[src/rtl/burst_master.sv]
`default_nettype none
// ============================================================================
// Module      : burst_master
// Description : Initiator for the 4-bit, 8-deep burst memory slave. Takes one
//               command at a time from the local controller. A write buffers
//               BURST_LEN user beats, then runs address, data and response
//               phases. A read runs an address phase and forwards each
//               returned beat. A per-wait timeout aborts a hung slave
//               handshake.
// Revision    : 1.0 - initial release
// ============================================================================
module burst_master #(
  parameter int BURST_LEN = 8,   // beats per burst, 1..8
  parameter int TIMEOUT   = 64   // max stalled cycles per slave wait, 0 = off
) (
  input  logic       clk,
  input  logic       rst,
  // local controller command channel
  input  logic       cmd_valid,
  output logic       cmd_ready,
  input  logic       cmd_write,
  input  logic [2:0] cmd_addr,
  // local controller write-data channel
  input  logic       wd_valid,
  output logic       wd_ready,
  input  logic [3:0] wd_data,
  // local controller read-data and status
  output logic       rd_valid,
  output logic [3:0] rd_data,
  output logic       done,
  output logic       err,
  output logic       busy,
  // slave write address channel
  output logic       aw_valid,
  input  logic       aw_ready,
  output logic [2:0] aw_addr,
  // slave write data channel
  output logic       w_valid,
  input  logic       w_ready,
  output logic [3:0] w_data,
  // slave write response channel
  input  logic       b_valid,
  output logic       b_ready,
  // slave read address channel
  output logic       ar_valid,
  input  logic       ar_ready,
  output logic [2:0] ar_addr,
  // slave read data channel
  input  logic       r_valid,
  output logic       r_ready,
  input  logic [3:0] r_data
);

  typedef enum logic [2:0] {
    S_IDLE = 3'd0,
    S_FILL = 3'd1,
    S_AW   = 3'd2,
    S_W    = 3'd3,
    S_B    = 3'd4,
    S_AR   = 3'd5,
    S_R    = 3'd6
  } state_t;

  // Index of the final beat of a burst.
  localparam logic [3:0]  c_LAST_BEAT = 4'(BURST_LEN - 1);
  // Timeout fires when the stalled-cycle count would reach TIMEOUT.
  localparam bit          c_TO_EN     = (TIMEOUT > 0);
  localparam logic [15:0] c_TO_LAST   = 16'((TIMEOUT > 0) ? (TIMEOUT - 1) : 0);

  state_t      r_state;
  state_t      w_state_nxt;

  logic [3:0]  r_cnt;        // beat counter for FILL, W and R
  logic [15:0] r_wait;       // stalled cycles on the active slave channel
  logic [2:0]  r_addr;       // burst address latched at command accept
  logic        r_write;      // burst direction latched at command accept
  logic [2:0]  r_aw_addr;
  logic [2:0]  r_ar_addr;
  logic [3:0]  r_rd_data;
  logic        r_rd_valid;
  logic        r_done;
  logic        r_err;

  // Write data buffer; contents survive reset on purpose.
  logic [3:0]  r_buf [0:7];

  logic        w_last;       // current beat is the last of the burst
  logic        w_timed;      // state waits on a slave handshake
  logic        w_hs;         // handshake on the active slave channel
  logic        w_timeout;    // abort this cycle

  assign w_last = (r_cnt == c_LAST_BEAT);

  // Channel controls come straight from the registered state so that no
  // slave input reaches a valid/ready output combinationally.
  assign cmd_ready = (r_state == S_IDLE);
  assign wd_ready  = (r_state == S_FILL);
  assign aw_valid  = (r_state == S_AW);
  assign w_valid   = (r_state == S_W);
  assign b_ready   = (r_state == S_B);
  assign ar_valid  = (r_state == S_AR);
  assign r_ready   = (r_state == S_R);
  assign busy      = (r_state != S_IDLE);

  assign aw_addr   = r_aw_addr;
  assign ar_addr   = r_ar_addr;
  assign w_data    = r_buf[r_cnt[2:0]];
  assign rd_valid  = r_rd_valid;
  assign rd_data   = r_rd_data;
  assign done      = r_done;
  assign err       = r_err;

  // State register; asynchronous reset drops every valid immediately.
  always_ff @(posedge clk or posedge rst) begin
    if (rst) begin
      r_state <= S_IDLE;
    end else begin
      r_state <= w_state_nxt;
    end
  end

  // Next-state decode, active-channel handshake and timeout detection.
  always_comb begin
    w_state_nxt = r_state;
    w_hs        = 1'b0;
    w_timed     = 1'b0;
    case (r_state)
      S_IDLE: begin
        if (cmd_valid) begin
          w_state_nxt = cmd_write ? S_FILL : S_AR;
        end
      end
      S_FILL: begin
        if (wd_valid && w_last) begin
          w_state_nxt = S_AW;
        end
      end
      S_AW: begin
        w_timed = 1'b1;
        w_hs    = aw_ready;
        if (w_hs) begin
          w_state_nxt = S_W;
        end
      end
      S_W: begin
        w_timed = 1'b1;
        w_hs    = w_ready;
        if (w_hs && w_last) begin
          w_state_nxt = S_B;
        end
      end
      S_B: begin
        // The latched direction qualifies the response channel.
        w_timed = 1'b1;
        w_hs    = b_valid && r_write;
        if (w_hs) begin
          w_state_nxt = S_IDLE;
        end
      end
      S_AR: begin
        w_timed = 1'b1;
        w_hs    = ar_ready;
        if (w_hs) begin
          w_state_nxt = S_R;
        end
      end
      S_R: begin
        w_timed = 1'b1;
        w_hs    = r_valid && !r_write;
        if (w_hs && w_last) begin
          w_state_nxt = S_IDLE;
        end
      end
      default: begin
        w_state_nxt = S_IDLE;
      end
    endcase
    // A handshake in the same cycle as the limit always wins.
    w_timeout = c_TO_EN && w_timed && !w_hs && (r_wait == c_TO_LAST);
    if (w_timeout) begin
      w_state_nxt = S_IDLE;
    end
  end

  // Counters, latched command fields, address outputs and status pulses.
  always_ff @(posedge clk or posedge rst) begin
    if (rst) begin
      r_cnt      <= '0;
      r_wait     <= '0;
      r_addr     <= '0;
      r_write    <= 1'b0;
      r_aw_addr  <= '0;
      r_ar_addr  <= '0;
      r_rd_data  <= '0;
      r_rd_valid <= 1'b0;
      r_done     <= 1'b0;
      r_err      <= 1'b0;
    end else begin
      r_rd_valid <= 1'b0;
      r_done     <= 1'b0;
      r_err      <= w_timeout;

      // Wait counter restarts on every handshake and on every state change.
      if (!w_timed || w_hs || (w_state_nxt != r_state)) begin
        r_wait <= '0;
      end else begin
        r_wait <= r_wait + 16'd1;
      end

      case (r_state)
        S_IDLE: begin
          if (cmd_valid) begin
            r_addr  <= cmd_addr;
            r_write <= cmd_write;
            r_cnt   <= '0;
            if (!cmd_write) begin
              r_ar_addr <= cmd_addr;
            end
          end
        end
        S_FILL: begin
          if (wd_valid) begin
            r_cnt <= r_cnt + 4'd1;
            if (w_last) begin
              r_aw_addr <= r_addr;
            end
          end
        end
        S_AW: begin
          if (w_hs) begin
            r_cnt <= '0;
          end
        end
        S_W: begin
          if (w_hs) begin
            r_cnt <= r_cnt + 4'd1;
          end
        end
        S_B: begin
          if (w_hs) begin
            r_done <= 1'b1;
          end
        end
        S_AR: begin
          if (w_hs) begin
            r_cnt <= '0;
          end
        end
        S_R: begin
          if (w_hs) begin
            r_rd_data  <= r_data;
            r_rd_valid <= 1'b1;
            r_cnt      <= r_cnt + 4'd1;
            // Done lines up with the final forwarded beat.
            if (w_last) begin
              r_done <= 1'b1;
            end
          end
        end
        default: begin
          r_cnt <= '0;
        end
      endcase
    end
  end

  // Capture user write beats into the buffer while filling.
  always_ff @(posedge clk) begin
    if ((r_state == S_FILL) && wd_valid) begin
      r_buf[r_cnt[2:0]] <= wd_data;
    end
  end

endmodule
`default_nettype wire

[config.mk]
export PLATFORM = sky130hd
export DESIGN_NAME = burst_master
export DESIGN_NICKNAME = d
export VERILOG_FILES = /design/src/rtl/burst_master.sv
export SDC_FILE = /design/constraint.sdc
export NUM_CORES = 1
export LEC_CHECK = 0
export ABC_AREA = 1
export BUFFER_PORTS_ARGS = -buffer_cell sky130_fd_sc_hd__clkbuf_2
export CELL_PAD_IN_SITES_DETAIL_PLACEMENT = 1
export CELL_PAD_IN_SITES_GLOBAL_PLACEMENT = 2
export CORE_MARGIN = 5
export CORE_UTILIZATION = 30
export DETAILED_ROUTE_END_ITERATION = 7
export PLACE_DENSITY = 0.71
export SYNTH_ARGS = -nofsm -noshare
export SYNTH_HDL_FRONTEND = slang
export SYNTH_SLANG_ARGS = --single-unit
[constraint.sdc]
create_clock -name clk -period 2.7 [get_ports clk]
set_input_delay 0.27 -clock clk [delete_from_list [all_inputs] [get_ports clk]]
set_output_delay 0.27 -clock clk [all_outputs]
set_load 0.1 [all_outputs]
* Word-level counts from Yosys, hierarchy flattened
Memories as Yosys holds them, arrays and structs flattened.
Cells that the tools add are included.
** Cells by class
- Add/sub/neg operators :: 2
- Eq/ne operators :: 13
- Multiplexer cells :: 25
- Bitwise logic cells :: 2
- Reduce and logical (&&, ||, !) cells :: 23
** Operators by type and width (count)
- $mux W3 :: 9
- $pmux W3 S7 :: 1
- $pmux W4 S5 :: 1
- $add A16 B1 Y16 const B :: 1
- $eq A16 B6 Y1 const B :: 1
- $mux W16 :: 1
- $mux W4 :: 4
- $eq A3 B3 Y1 const B :: 3
- $logic_and A1 B1 Y1 :: 8
- $mux W1 :: 7
- $eq A3 B2 Y1 const B :: 2
- $reduce_and A3 Y1 :: 2
- $pmux W1 S5 :: 1
- $reduce_and A5 Y1 :: 1
- $reduce_or A5 Y1 :: 1
- $add A4 B1 Y4 const B :: 1
- $eq A4 B3 Y1 const B :: 1
- $ne A2 B1 Y1 const B :: 2
- $ne A2 B2 Y1 const B :: 2
- $reduce_and A2 Y1 :: 2
- $reduce_or A2 Y1 :: 2
- $eq A3 B1 Y1 const B :: 1
- $logic_not A1 Y1 :: 3
- $logic_not A3 Y1 :: 1
- other kinds (5) :: 7
** Storage, ports and cells
- Register bits :: 40
- Bits in writable memories :: 32
- Input port bits :: 21
- Word-level logic and storage cells :: 77
- Memories :: 1
** Memory list
- r_buf :: depth 8, bits a word 4, rd ports 1, clocked after memory_dff 0, wr ports 1, RTL line 85 : logic [3:0] r_buf [0:7];

* Longest topological paths before layout
- Depth after elaboration :: 10
- Mapped depth :: 13
- Depth with buffers taken out :: 12

* Least setup slack after synthesis
No wires, ideal clock.
- Path type :: register -> register
- Start point :: register r_state[0]
- End point :: register r_wait[5]
- Arrival :: 2721 ps
- Required time :: 2572 ps
- Path slack :: -149 ps
- Stages on the path, launching flop included :: 13
- Clock period less this slack :: 2849 ps
- Cells stage by stage :: dfrtp_1 -> buf_6 -> inv_1 -> nand2_1 -> nor2_1 -> nor2_2 -> nand3_2 -> nand3_2 -> nand2_1 -> nand2_1 -> nand2_4 -> buf_8 -> nor3_4
** On the way
- Longest elaborated chain between the ends :: 9
- Elaborated cells between the ends (all ways) :: 27
- Those cells by class :: eq/ne (7); mux (12); reduce/logical (8)
** RTL lines
- start, declared :: RTL line 70 : state_t r_state;
- start signal, assigned :: RTL line 118 : r_state <= w_state_nxt;
- $eq A3 B2 Y1 (*)
- via aw_valid :: RTL line 34 : output logic aw_valid,
- $pmux W1 S5 or $reduce_or A5 Y1 (tied branches)
- $logic_not A1 Y1 or $mux W1 (tied branches) :: RTL line 179, 127
- $logic_and A1 B1 Y1 (2 in a row) :: RTL line 179 : w_timeout = c_TO_EN && w_timed && !w_hs && (r_wait == c_TO_LAST);
- $mux W3 :: RTL line 180 : if (w_timeout) begin
- $ne A3 B3 Y1 :: RTL line 204 : if (!w_timed || w_hs || (w_state_nxt != r_state)) begin
- $logic_or A1 B1 Y1 (*) :: RTL line 204
- $mux W16 (*) :: RTL line 204
- end signal, assigned :: RTL line 207 : r_wait <= r_wait + 16'd1;
- end, declared :: RTL line 74 : logic [15:0] r_wait;
Mark *: on every way through the listed nets, which the timed path passes. The rest lies on a longest branch.
A chain may end at the register's enable or synchronous reset.

* Worst setup path after layout
- Start point :: register r_cnt[1]
- End point :: output w_data[1]
** On the way
- Longest elaborated chain between the ends :: 1
** RTL lines
- start, declared :: RTL line 73 : logic [3:0] r_cnt;
- start signal, assigned :: RTL line 223 : r_cnt <= r_cnt + 4'd1;
- start signal, assigned :: RTL line 236 : r_cnt <= r_cnt + 4'd1;
- start signal, assigned :: RTL line 253 : r_cnt <= r_cnt + 4'd1;
- $mem_v2 Z8 W4
- end, declared :: RTL line 40 : output logic [3:0] w_data,
No other way between the ends.

==> flow_metrics.tcl <==
set metrics [dict create \
    outcome "completed" \
    finalHoldViolations 0 \
    critPathCaptureType "primary output" \
    slowest_stage "dfrtp_1" \
    clock_sinks 72 \
    synth_cells 363 \
    first_global_vias 2883 \
    min_to "rd_data[3]" \
    synth_fp_nets 386 \
    netlist_area_sq_um 3500 \
    post-route-period-util_pct 88.1 \
    ff2ff_path_depth 11 \
    relSlewSlack_pct 51.8 \
    synth_cell_types 33 \
    vias 2640 \
    syn_area_per_cell_sq_um 9.63 \
    area_growth_pct 19.5 \
    portBuffers 45 \
    grt_use_met1_pct 17.3 \
    ctsLongestPathBuffers 2 \
    synth_area_leaders "dfrtp_1 29%, edfxtp_1 27%, nand2_1 8.7%" \
    drc 0 \
    cts_buffers 9 \
    synth_top_area_cell "dfrtp_1" \
    drv_slew 0 \
    max_slew.worst_pin.slew_ps 719 \
    min_period_ps 2380 \
    h-tree-depth 3 \
    dp_hpwl_um 6410 \
    clk_latency_ps 330 \
    drt_iter0_drc 103 \
    place_congestion 0.791 \
    finalSetupViolCount 0 \
    path_cells "inv_1 > nand3_1 > o2bb2ai_1 > a221oi_1 > nand4_1 > clkbuf_2" \
    reg2reg_from "r_cnt[1]" \
    min-delay-start "r_data[3]" \
    cp_data_required_time_ps 2430 \
    avgViaCountPerCell 4.66 \
    grtUsageMet2_pct 20.2 \
    top_usage_layer "met2" \
    yosys_register_bits 72 \
    firstDrtPassIters 4 \
    drive_gt1_share_pct 23.6 \
    peakVddDrop_v 0.000837 \
    io_pins 46 \
    ys_warn_count 0 \
    final_antenna_net_count 0 \
    fp.dieArea_sq_um 13900 \
    grt_overflow_total 0 \
    grt_pass1_wl_um 14400 \
    power_density_nw_per_um2 1130 \
    rows 39 \
    grtUsageTotal_pct 12.8 \
    fmax_ghz 0.420 \
    min_path_cells 3 \
    hold_slack_ps 137 \
    cap_violations 0 \
    drt_wl_total_um 8390 \
    finalClockSkew_ps 6.23 \
    ctsRootBufferMaster "clkbuf_16" \
    cts_tree "built" \
    initial_core_util_pct 30.6 \
    critPathArrivalTime_ps 2110 \
    synth_sequential_area_ratio_pct 56.1 \
    critPathKind "reg -> out" \
    nets 441 \
    fillerInstances 1362 \
    tns_ps 0 \
    die_y_um 118 \
    diodes 0 \
    hold_path.class "in -> reg" \
    crit_start "r_cnt[1]" \
    die_x_um 118 \
    max_stage_delay_ps 520 \
    wire_per_inst_um 14.8 \
    postCtsSetupBuffers 0 \
    rsz0062_at_grt "false" \
    grt_max_degree 23 \
    worstPathMaxFanout 10 \
    antenna_found_initial 0 \
    start_kind "flip-flop" \
    rrSetupSlack_ps 390 \
    clk_pin_slew_ps 60 \
    rr_endpoint "r_wait[1]" \
    p_leak_nw 1.92 \
    grtUsageMet3_pct 3.12 \
    yosysTopAreaCellShare_pct 28.6 \
    fp.coreArea_sq_um 11400 \
]
flip-flops by register name, summed over array words and instances (netlist names), 3 cells and up:
register and count:
r_addr 3, r_state 3, r_cnt 4, rd_data 4, r_buf 32, r_wait 16, ar_addr 3, aw_addr 3
where the power goes:
group          switching (mW)  internal [mW]
clock network           0.494          0.641
registers               0.143           1.29
logic                    1.79          0.376
total                    2.42           2.31
cell usage in the layout, fill, tap and decap left out, types with 2 or more instances in the layout:
| master | synthesis | layout |
|---|---|---|
| inv_6 | 0 | 4 |
| nand4_1 | 10 | 10 |
| a221oi_1 | 4 | 4 |
| nand2_4 | 3 | 3 |
| nand3_1 | 22 | 22 |
| edfxtp_1 | 32 | 32 |
| nor4_1 | 3 | 3 |
| nand2_1 | 81 | 81 |
| a22oi_1 | 4 | 4 |
| clkbuf_16 | 0 | 9 |
| clkinvlp_4 | 0 | 2 |
| nand2_2 | 2 | 2 |
| nor3_1 | 13 | 12 |
| nor2_2 | 6 | 7 |
| nor2_1 | 28 | 27 |
| nor3_2 | 9 | 10 |
| nor2_4 | 2 | 2 |
| nand3_2 | 5 | 5 |
| a21oi_1 | 2 | 2 |
| dfrtp_1 | 40 | 40 |
| clkbuf_2 | 0 | 45 |
| buf_4 | 0 | 4 |
| xnor2_1 | 2 | 2 |
| o2bb2ai_1 | 3 | 3 |
| ha_1 | 2 | 2 |
| xor2_1 | 12 | 12 |
| o21ai_0 | 11 | 11 |
| inv_1 | 52 | 51 |
| inv_2 | 3 | 3 |
per-stage QoR:
stage,instance area (sq um),power [mW],instances,util [%],setup slack (ps)
floorplan,3500,3.28,363,-,310
global placement,3880,3.62,549,33.9,488
detailed placement,3880,3.64,549,33.9,403
CTS,4170,4.79,566,36.5,137
global route,4180,5.00,566,36.6,48.6
finish,4180,4.73,566,36.6,321
what timing repair did:
item / in CTS / in global routing
hold endpoints to repair: 18 / 0
setup endpoints to repair: 0 / 1
resized for setup: 0 / 1
hold buffers: 1 / 0
synth_stat cells:
cell	count
a21oi_1	2
a21oi_2	1
a221oi_1	4
a22o_1	1
a22oi_1	4
buf_6	3
buf_8	1
clkbuf_1	2
clkinv_2	1
dfrtp_1	40
edfxtp_1	32
ha_1	2
inv_1	52
inv_2	3
nand2_1	81
nand2_2	2
nand2_4	3
nand3_1	22
nand3_2	5
nand3b_1	1
nand4_1	10
nor2_1	28
nor2_2	6
nor2_4	2
nor3_1	13
nor3_2	9
nor3_4	1
nor4_1	3
o2111ai_1	1
o21ai_0	11
o2bb2ai_1	3
xnor2_1	2
xor2_1	12
routing by layer:
layer	wire (um)	part of all wire, %	up-vias
li1	-	-	1307
met2	3850	46	50
met4	70	0.83	0
met1	4160	50	1277
met5	0	0	-
met3	316	3.8	6
how the worst max path moves through the flow:
| stage | to | slack (ps) | depth (start not counted) |
|---|---|---|---|
| 2_1_floorplan | r_wait[5] | 310 | 13 |
| 3_3_place_gp | r_wait[15] | 490 | 11 |
| 3_5_place_dp | r_wait[1] | 400 | 11 |
| 4_1_cts | w_data[2] | 140 | 6 |
| 5_1_grt | w_data[0] | 50 | 7 |
| 6_report | w_data[1] | 320 | 6 |
critical path, delay by kind of cell, from the launching register on:
family / cells / cell delay (ps)
flops: 1 / 520
buf+inv: 2 / 520
compound gates: 2 / 400
simple gates: 2 / 340
cells by family (layout without fill, tap and decap cells):
group	Yosys count	count (layout)	share of synthesized area (%)
compound gates	27	27	5.23
xor+xnor	14	14	3.51
fa+ha+maj	2	2	0.716
buf+inv	62	122	7.66
flops	72	72	56.1
simple gates	186	186	26.8
cell type report:
| cell class | instances | area, sq um | share of cell area [%] |
|---|---|---|---|
| Clock buffer | 9 | 225 | 5.39 |
| Sequential cell | 72 | 1960 | 47.0 |
| Multi-Input combinational cell | 229 | 1270 | 30.5 |
| Timing Repair Buffer | 50 | 265 | 6.35 |
| Tap cell | 143 | 179 | 4.28 |
| Inverter | 56 | 211 | 5.06 |
| Clock inverter | 7 | 61.3 | 1.47 |
(Power assumes the default switching activity.)
